$ cat config.mk
export PLATFORM = sky130hd
export DESIGN_NAME = serial_addsub
export DESIGN_NICKNAME = d
export VERILOG_FILES = /design/src/rtl/addsub_pkg.sv /design/src/rtl/addsub_chunk.sv /design/src/rtl/serial_addsub.sv
export SDC_FILE = /design/constraint.sdc
export NUM_CORES = 1
export LEC_CHECK = 0
export ABC_AREA = 0
export BUFFER_PORTS_ARGS = -buffer_cell sky130_fd_sc_hd__buf_2
export CAP_MARGIN = 20
export CORE_ASPECT_RATIO = 0.6
export CORE_MARGIN = 2
export CORE_UTILIZATION = 45
export CTS_BUF_LIST = sky130_fd_sc_hd__clkbuf_4 sky130_fd_sc_hd__clkbuf_8
export DETAILED_ROUTE_END_ITERATION = 8
export PLACE_DENSITY = 0.68
export SYNTH_ARGS = -nofsm -noshare
export SYNTH_HDL_FRONTEND = slang
export SYNTH_HIERARCHICAL = 1
export SYNTH_SLANG_ARGS = --single-unit
export TNS_END_PERCENT = 30
$ cat constraint.sdc
create_clock -name clk -period 3.5 [get_ports clk]
set_clock_uncertainty 0.15 [all_clocks]
set_input_delay 0.175 -clock clk [delete_from_list [all_inputs] [get_ports clk]]
set_output_delay 0.175 -clock clk [all_outputs]
set_load 0.02 [all_outputs]
$ cat src/rtl/addsub_pkg.sv
// addsub_pkg: shared FSM state, mode encodings and counter sizing for serial_addsub
package addsub_pkg;
  typedef enum logic [1:0] {IDLE, RUN, DONE} state_t;
  localparam logic MODE_ADD = 1'b0;
  localparam logic MODE_SUB = 1'b1;
  function automatic int cnt_w(input int n);
    return (n <= 1) ? 1 : $clog2(n);
  endfunction
endpackage

$ cat src/rtl/addsub_chunk.sv
// addsub_chunk: combinational CHUNK-bit ripple adder built from full-adder cells
module addsub_chunk #(
  parameter int CHUNK = 2
) (
  input  logic [CHUNK-1:0] x,
  input  logic [CHUNK-1:0] y,
  input  logic             ci,
  output logic [CHUNK-1:0] sum,
  output logic             co,
  output logic             cmsb
);
  logic [CHUNK:0] c;
  assign c[0] = ci;
  for (genvar i = 0; i < CHUNK; i++) begin : g_fa
    assign sum[i]   = x[i] ^ y[i] ^ c[i];
    assign c[i+1]   = (x[i] & y[i]) | (c[i] & (x[i] ^ y[i]));
  end
  assign co   = c[CHUNK];
  assign cmsb = c[CHUNK-1];
endmodule

$ cat src/rtl/serial_addsub.sv
// serial_addsub: multi-cycle add/sub, CHUNK bits per clock; SERIAL_ADDSUB_SAT_EN enables signed saturation on overflow
module serial_addsub
  import addsub_pkg::*;
#(
  parameter int WIDTH = 8,
  parameter int CHUNK = 2
) (
  input  logic             clk,
  input  logic             rst_n,
  input  logic             in_valid,
  output logic             in_ready,
  input  logic [WIDTH-1:0] a,
  input  logic [WIDTH-1:0] b,
  input  logic             cin,
  input  logic             sub,
  output logic             out_valid,
  input  logic             out_ready,
  output logic [WIDTH-1:0] s,
  output logic             cout,
  output logic             ovf
);
  localparam int N  = WIDTH / CHUNK;
  localparam int CW = cnt_w(N);
  if (WIDTH < 2 || WIDTH % CHUNK != 0) begin : g_bad
    $error("serial_addsub: WIDTH must be >= 2 and a multiple of CHUNK");
  end
  state_t           state_q;
  logic [WIDTH-1:0] a_q, b_q, s_q;
  logic [CW-1:0]    cnt_q;
  logic             c_q, cout_q, ovf_q, in_ready_q, out_valid_q;
  logic [CHUNK-1:0] sum_d;
  logic             co_d, cmsb_d, last_d, ovf_d;
  addsub_chunk #(.CHUNK(CHUNK)) u_chunk (
    .x    (a_q[cnt_q*CHUNK +: CHUNK]),
    .y    (b_q[cnt_q*CHUNK +: CHUNK]),
    .ci   (c_q),
    .sum  (sum_d),
    .co   (co_d),
    .cmsb (cmsb_d)
  );
  // last-chunk detect; carry into vs out of the MSB differing is signed overflow
  always_comb begin
    last_d = cnt_q == CW'(N - 1);
    ovf_d  = co_d ^ cmsb_d;
  end
  // handshake FSM: latch operands with B' and carry-in pre-inverted for subtract, ripple one chunk per RUN cycle
  always_ff @(posedge clk or negedge rst_n) begin
    if (!rst_n) begin
      state_q     <= IDLE;
      a_q         <= '0;
      b_q         <= '0;
      s_q         <= '0;
      cnt_q       <= '0;
      c_q         <= 1'b0;
      cout_q      <= 1'b0;
      ovf_q       <= 1'b0;
      in_ready_q  <= 1'b1;
      out_valid_q <= 1'b0;
    end else begin
      case (state_q)
        IDLE: if (in_valid) begin
          a_q        <= a;
          b_q        <= sub == MODE_ADD ? b : ~b;
          c_q        <= sub == MODE_SUB ? ~cin : cin;
          cnt_q      <= '0;
          in_ready_q <= 1'b0;
          state_q    <= RUN;
        end
        RUN: begin
          s_q[cnt_q*CHUNK +: CHUNK] <= sum_d;
          c_q   <= co_d;
          cnt_q <= cnt_q + 1'b1;
          if (last_d) begin
            cout_q      <= co_d;
            ovf_q       <= ovf_d;
            out_valid_q <= 1'b1;
            state_q     <= DONE;
`ifdef SERIAL_ADDSUB_SAT_EN
            if (ovf_d) s_q <= a_q[WIDTH-1] ? {1'b1, {(WIDTH-1){1'b0}}} : {1'b0, {(WIDTH-1){1'b1}}};
`endif
          end
        end
        DONE: if (out_ready) begin
          out_valid_q <= 1'b0;
          in_ready_q  <= 1'b1;
          state_q     <= IDLE;
        end
        default: state_q <= IDLE;
      endcase
    end
  end
  assign in_ready  = in_ready_q;
  assign out_valid = out_valid_q;
  assign s         = s_q;
  assign cout      = cout_q;
  assign ovf       = ovf_q;
endmodule

==> results.json, run 1 <==
{
  "synthCells": 135,
  "postCtsSetupBuffers": 0,
  "place_congestion": 0.798,
  "clk_latency_ns": 0.28,
  "coreArea_um2": 3340,
  "grt_use_total_pct": 17.6,
  "first_pass_iters": 4,
  "final_common_cell": "buf_2",
  "dieArea_um2": 4120,
  "dieHeight_um": 50.5,
  "drt-total-wl_um": 3150,
  "start_kind": "flip-flop",
  "antenna_found_initial": 0,
  "worst_pin_slew_ns": 0.922,
  "cts_hold_buf": 10,
  "hold_violations": 0,
  "crit_path_end_kind": "flip-flop",
  "final_util_pct": 59.8,
  "grt_remaining_overflow": 0,
  "syn-cell-area_um2": 1620,
  "vias": 1153,
  "die_x_um": 81.5,
  "grt_setup_unrepaired": "no",
  "grt_max_degree": 34,
  "internal-power_mw": 1.12,
  "cts-buffers-inserted": 5,
  "ctsResizeCount": 0,
  "cp_max_fo": 13,
  "clockRootBuffer": "clkbuf_8",
  "cts_htree_levels": 2,
  "ys_warn_count": 6,
  "fmax_mhz": 334,
  "status": "completed",
  "final.min_clock_period_ns": 2.99,
  "p_clk_share_pct": 15.8,
  "seq_area_frac_synth_pct": 51.0,
  "finalCritPeriodShare_pct": 85.4,
  "row_count": 16,
  "post_drt_wl_per_cell_um": 14.0,
  "power.leakage_nw": 0.900,
  "hold_class": "in2reg",
  "num_io_pins": 34,
  "dp_hpwl_um": 2270,
  "finalSetupTns_ns": 0,
  "criticalPathCategory": "reg2reg",
  "dp.cells": 207,
  "ant_nets": 0,
  "route.detailed.drc": 0,
  "start_util_pct": 48.5,
  "first_iter_violations": 25,
  "synth_seq_cells": 33,
  "swShare_pct": 39.6,
  "hold_ws_ns": 0.0202,
  "syn_nets": 164,
  "slowest_stage": "dfrtp_1",
  "p_switching_uw": 731,
  "drive_above_1_share_pct": 32.2,
  "viasPerCell": 5.12,
  "seqPwrFrac_pct": 38.5,
  "p_per_area_nw_per_um2": 924,
  "crit_path_max_incr_delay_ns": 0.68,
  "mostFrequentLayoutCells": "buf_2 (33), dfrtp_1 (32), a21oi_1 (13)",
  "synthArstFlopShare_pct": 100,
  "power_frac_comb_pct": 45.7,
  "relSlewSlack_pct": 38.5,
  "ys.flop_type": "dfrtp_1",
  "worstPathRequired_ns": 3.52,
  "cts_tree": "yes",
  "grt_pass1_vias": 1139,
  "clk_path_buf_depth": 2,
  "slew_viol_final": 0,
  "setup_violations": 0,
  "layoutNonFillerInstCount": 225,
  "grt_first_pass_wirelength_um": 5310,
  "cp_common_cell": "fa_1",
  "cp_cell_sequence": "mux4_2, fa_1, fa_1, nand2_1, o41ai_1",
  "cts.reportedPaths.clkPinSlew_ns": 0.07,
  "vdd_ir_drop_max_mv": 0.403,
  "port_buffers": 33,
  "final_nets": 208,
  "syn_to_final_growth_pct": 23.1,
  "cp.arrival_ns": 3.01,
  "synth_edf_count": 0,
  "synth.distinct_cells": 27,
  "n_antenna_cell": 0,
  "syn_area_per_cell_um2": 12.0,
  "power_mw": 1.85,
  "cap_violations": 0,
  "cts_sinks": 33
}
## synthesized netlist by cell type (all sizes together), types with 2 or more instances
| library cell | number | area (um2) |
|---|---|---|
| inv | 4 | 15.0 |
| nor2b | 2 | 12.5 |
| mux2 | 9 | 101 |
| nand3b | 4 | 33.8 |
| mux4 | 4 | 90.1 |
| o31ai | 4 | 30.0 |
| a21oi | 13 | 65.1 |
| o21ai | 3 | 15.0 |
| a22o | 4 | 35.0 |
| nand2b | 3 | 18.8 |
| fa | 2 | 40.0 |
| xnor2 | 9 | 78.8 |
| buf | 5 | 30.0 |
| nor2 | 11 | 41.3 |
| ha | 5 | 62.6 |
| o41ai | 2 | 17.5 |
| dfrtp | 32 | 801 |
| nand2 | 12 | 45.0 |
## through the flow
step / setup slack [ns] / area, um2
after global placement: 0.641 / 1810
after CTS: 0.478 / 2000
final: 0.510 / 2000
after detailed placement: 0.528 / 1810
after global routing: 0.347 / 2000
after floorplan: 0.815 / 1620
## final cells by class
class | count | area, um2
multi-input cells | 92 | 746
clock inverters | 1 | 5.00
repair buffers | 43 | 265
clock buffers | 7 | 83.8
flip-flops and latches | 33 | 827
well taps | 45 | 56.3
fillers | 267 | 1350
inverters | 4 | 15.0
## power groups by stage
stage               clock network, mW  registers, mW  logic, mW
floorplan                           0          0.701      0.643
global placement                    0          0.714      0.808
detailed placement                  0          0.721      0.841
CTS                             0.295          0.714      0.848
global route                    0.314          0.739      0.931
finish                          0.292          0.712      0.843
## logic make-up after synthesis
group | Yosys count | synth area share (%)
flip-flops | 33 | 51.0
adder cells (fa/ha/maj) | 7 | 6.32
multiplexers | 13 | 11.8
XOR/XNOR | 10 | 5.40
buffers and inverters | 10 | 3.08
AO/OA/AOI/OAI | 27 | 10.6
AND/OR/NAND/NOR | 35 | 11.8
## flip-flops by register name, indices dropped and copies added (netlist names)
register   cells
cnt_q          2
in_ready       1
b_q            8
state_q        2
cout           1
a_q            8
ovf            1
out_valid      1
c_q            1
s              8
## layer usage
layer / vias up / wire length, um / global-route usage [%]
met3: 4 / 143 / 4.86
li1: 558 / - / -
met5: - / 0 / 0
met2: 27 / 1360 / 25.7
met1: 564 / 1610 / 25.4
met4: 0 / 33 / 5.93
## critical path, delay by kind of cell, from the launching register on
| family | cells | cell delay, ns |
|---|---|---|
| mux | 1 | 0.60 |
| flops | 1 | 0.68 |
| simple gates | 1 | 0.09 |
| fa+ha+maj | 2 | 1.07 |
| compound gates | 1 | 0.28 |
## final timing paths
kind	cells past startpoint	slack [ns]	endpoint	start
setup / recovery	5	0.51	s[5]$_DFFE_PN0P_	cnt_q[0]$_DFFE_PN0P_
hold / removal	3	0.02	b_q[5]$_DFFE_PN0P_	b[5]
setup reg to reg	5	0.51	s[5]$_DFFE_PN0P_	cnt_q[0]$_DFFE_PN0P_
hold reg to reg	2	0.32	s[2]$_DFFE_PN0P_	s[2]$_DFFE_PN0P_
max in group asynchronous	2	2.39	s[1]$_DFFE_PN0P_	rst_n
min in group asynchronous	2	0.33	a_q[7]$_DFFE_PN0P_	rst_n
No activity file was read; power rests on OpenSTA's default activity.
==> run 2: changes to the inputs <==
- clock period: 3.5 -> 3.15 ns (I/O delays scaled with it)
==> run 2 against run 1 <==
  * Routed wire length fell by 3.8%
  * Sequential cell count did not move
  * Largest power group unchanged
  * Setup slack improved by 0.070 ns
  * Sequential power rose by 7.3%
  * Combinational power rose by 15%
  * Utilization rose by 0.82 points
  * Count of clock-buffer cells in the layout did not move
  * Total power rose by 13%
  * Final cell count rose by 0.89%
  * Critical endpoint unchanged
  * Largest cell class unchanged
==> results.json, run 2 (same netlist as run 1, synthesis figures left out) <==
{
  "clk_latency_ns": 0.28,
  "grt_util_met3_pct": 6.47,
  "crit_path_max_incr_delay_ns": 0.55,
  "grt_use_met2_pct": 26.4,
  "fin_ws_ns": 0.580,
  "cts-buffers-inserted": 5,
  "num_io_pins": 34,
  "antenna_found_initial": 0,
  "final_common_cell": "buf_2",
  "power.leakage_nw": 0.916,
  "criticalPathCategory": "reg2reg",
  "worst_pin_slew_ns": 0.709,
  "mostFrequentLayoutCells": "buf_2 (33), dfrtp_1 (32), a21oi_1 (13)",
  "rr_endpoint": "s[5]$_DFFE_PN0P_",
  "cp_max_fo": 3,
  "cp.arrival_ns": 2.59,
  "drt-total-wl_um": 3030,
  "status": "completed",
  "clockRootBuffer": "clkbuf_8",
  "hold_violations": 0,
  "coreArea_um2": 3340,
  "row_count": 16,
  "vias": 1146,
  "final_nets": 210,
  "cts_htree_levels": 2,
  "vdd_ir_drop_max_mv": 0.422,
  "cts_sinks": 33,
  "rr_startpoint": "cnt_q[0]$_DFFE_PN0P_",
  "cts_tree": "yes",
  "fmax_mhz": 389,
  "first_pass_iters": 4,
  "post_drt_wl_per_cell_um": 13.3,
  "grt_remaining_overflow": 0,
  "port_buffers": 33,
  "die_x_um": 81.5,
  "placed_area_um2": 1820,
  "n_antenna_cell": 0,
  "finalCritPeriodShare_pct": 81.6,
  "ant_nets": 0,
  "reg2regPathDepth": 5,
  "place_congestion": 0.778,
  "first_iter_violations": 93,
  "setup_violations": 0,
  "start_util_pct": 48.5,
  "grt_max_degree": 34,
  "top_usage_layer": "met2",
  "ctsResizeCount": 0,
  "relSlewSlack_pct": 52.7,
  "dieHeight_um": 50.5,
  "slowest_stage": "fa_1",
  "syn_to_final_growth_pct": 24.8,
  "viasPerCell": 5.05,
  "slew_viol_final": 0,
  "clk_path_buf_depth": 2,
  "hold_class": "in2reg",
  "cap_violations": 0,
  "p_clk_share_pct": 16.7,
  "fillers": 265,
  "internal-power_mw": 1.28,
  "swShare_pct": 38.8,
  "crit_path_end_kind": "flip-flop",
  "start_kind": "flip-flop",
  "grt_use_total_pct": 18.0,
  "grt_first_pass_wirelength_um": 5380,
  "cp_common_cell": "fa_1",
  "rrSetupSlack_ns": 0.58,
  "final.min_clock_period_ns": 2.57,
  "min_path_cells": 3,
  "dp_hpwl_um": 2240,
  "route.detailed.drc": 0,
  "p_switching_uw": 808,
  "finalSetupTns_ns": 0,
  "cts.reportedPaths.clkPinSlew_ns": 0.07,
  "power_frac_comb_pct": 46.6,
  "use_met1_pct": 25.1,
  "min_to": "b_q[5]$_DFFE_PN0P_",
  "grt_setup_unrepaired": "no",
  "final_util_pct": 60.6,
  "grt_pass1_vias": 1179,
  "seqPwrFrac_pct": 36.7,
  "preCtsSetupSlack_ns": 0.539,
  "finalInstanceArea_um2": 2030,
  "worstHoldStart": "b[5]",
  "worstPathRequired_ns": 3.17,
  "p_per_area_nw_per_um2": 1030,
  "drive_above_1_share_pct": 33.0,
  "cp_cell_sequence": "mux4_2, fa_1, fa_1, nand2_1, o41ai_1",
  "dieArea_um2": 4120
}
[run 2: worst max-delay path: cells and delay by family (launching register included)]
family / cells / cell delay [ns]
AO/OA/AOI/OAI: 1 / 0.24
adder cells (fa/ha/maj): 2 / 1.04
flip-flops: 1 / 0.41
multiplexers: 1 / 0.54
AND/OR/NAND/NOR: 1 / 0.09
[run 2: power groups by stage]
stage               Combinational [mW]  Clock [mW]  Sequential, mW
floorplan                        0.715           0           0.779
global placement                 0.940           0           0.769
detailed placement               0.973           0           0.775
CTS                              0.983       0.355           0.767
global route                      1.08       0.383           0.794
finish                           0.972       0.348           0.764
[run 2: worst max-delay path by stage]
stage | startpoint | to | slack, ns | cells after the start
2_1_floorplan | cnt_q[0]$_DFFE_PN0P_ | c_q$_DFFE_PN0P_ | 0.46 | 6
3_3_place_gp | cnt_q[0]$_DFFE_PN0P_ | s[5]$_DFFE_PN0P_ | 0.64 | 5
3_5_place_dp | cnt_q[0]$_DFFE_PN0P_ | s[5]$_DFFE_PN0P_ | 0.54 | 5
4_1_cts | cnt_q[0]$_DFFE_PN0P_ | s[5]$_DFFE_PN0P_ | 0.54 | 5
5_1_grt | cnt_q[0]$_DFFE_PN0P_ | s[5]$_DFFE_PN0P_ | 0.43 | 5
6_report | cnt_q[0]$_DFFE_PN0P_ | s[5]$_DFFE_PN0P_ | 0.58 | 5
[run 2: timing repair]
item	in CTS	in global routing
endpoints found under the hold margin	41	0
buffers inserted	0	0
endpoints found under the setup margin	0	0
hold buffers	10	0
[run 2: layout make-up]
type,instances,area (um2),area share (%)
clock buffer,7,96.3,4.76
sequential,33,827,40.8
tap,45,56.3,2.78
inverter,4,15.0,0.741
multi-input combinational,92,746,36.8
clock inverter,1,5.00,0.247
timing repair buffer,45,280,13.8
[run 2: metrics by stage]
stage | std cells | power [mW] | hold slack [ns]
6_report | 227 | 2.08 | 0.0121
5_1_grt | 227 | 2.26 | 0.00981
3_3_place_gp | 209 | 1.71 | 0.0976
2_1_floorplan | 135 | 1.49 | -0.288
3_5_place_dp | 209 | 1.75 | 0.104
4_1_cts | 227 | 2.11 | 0.00785
[run 2: layer usage]
metal,vias to the layer above,part of all wire (%)
met5,-,0
met4,0,0.43
met3,2,5.5
met2,23,45
met1,552,49
li1,569,-
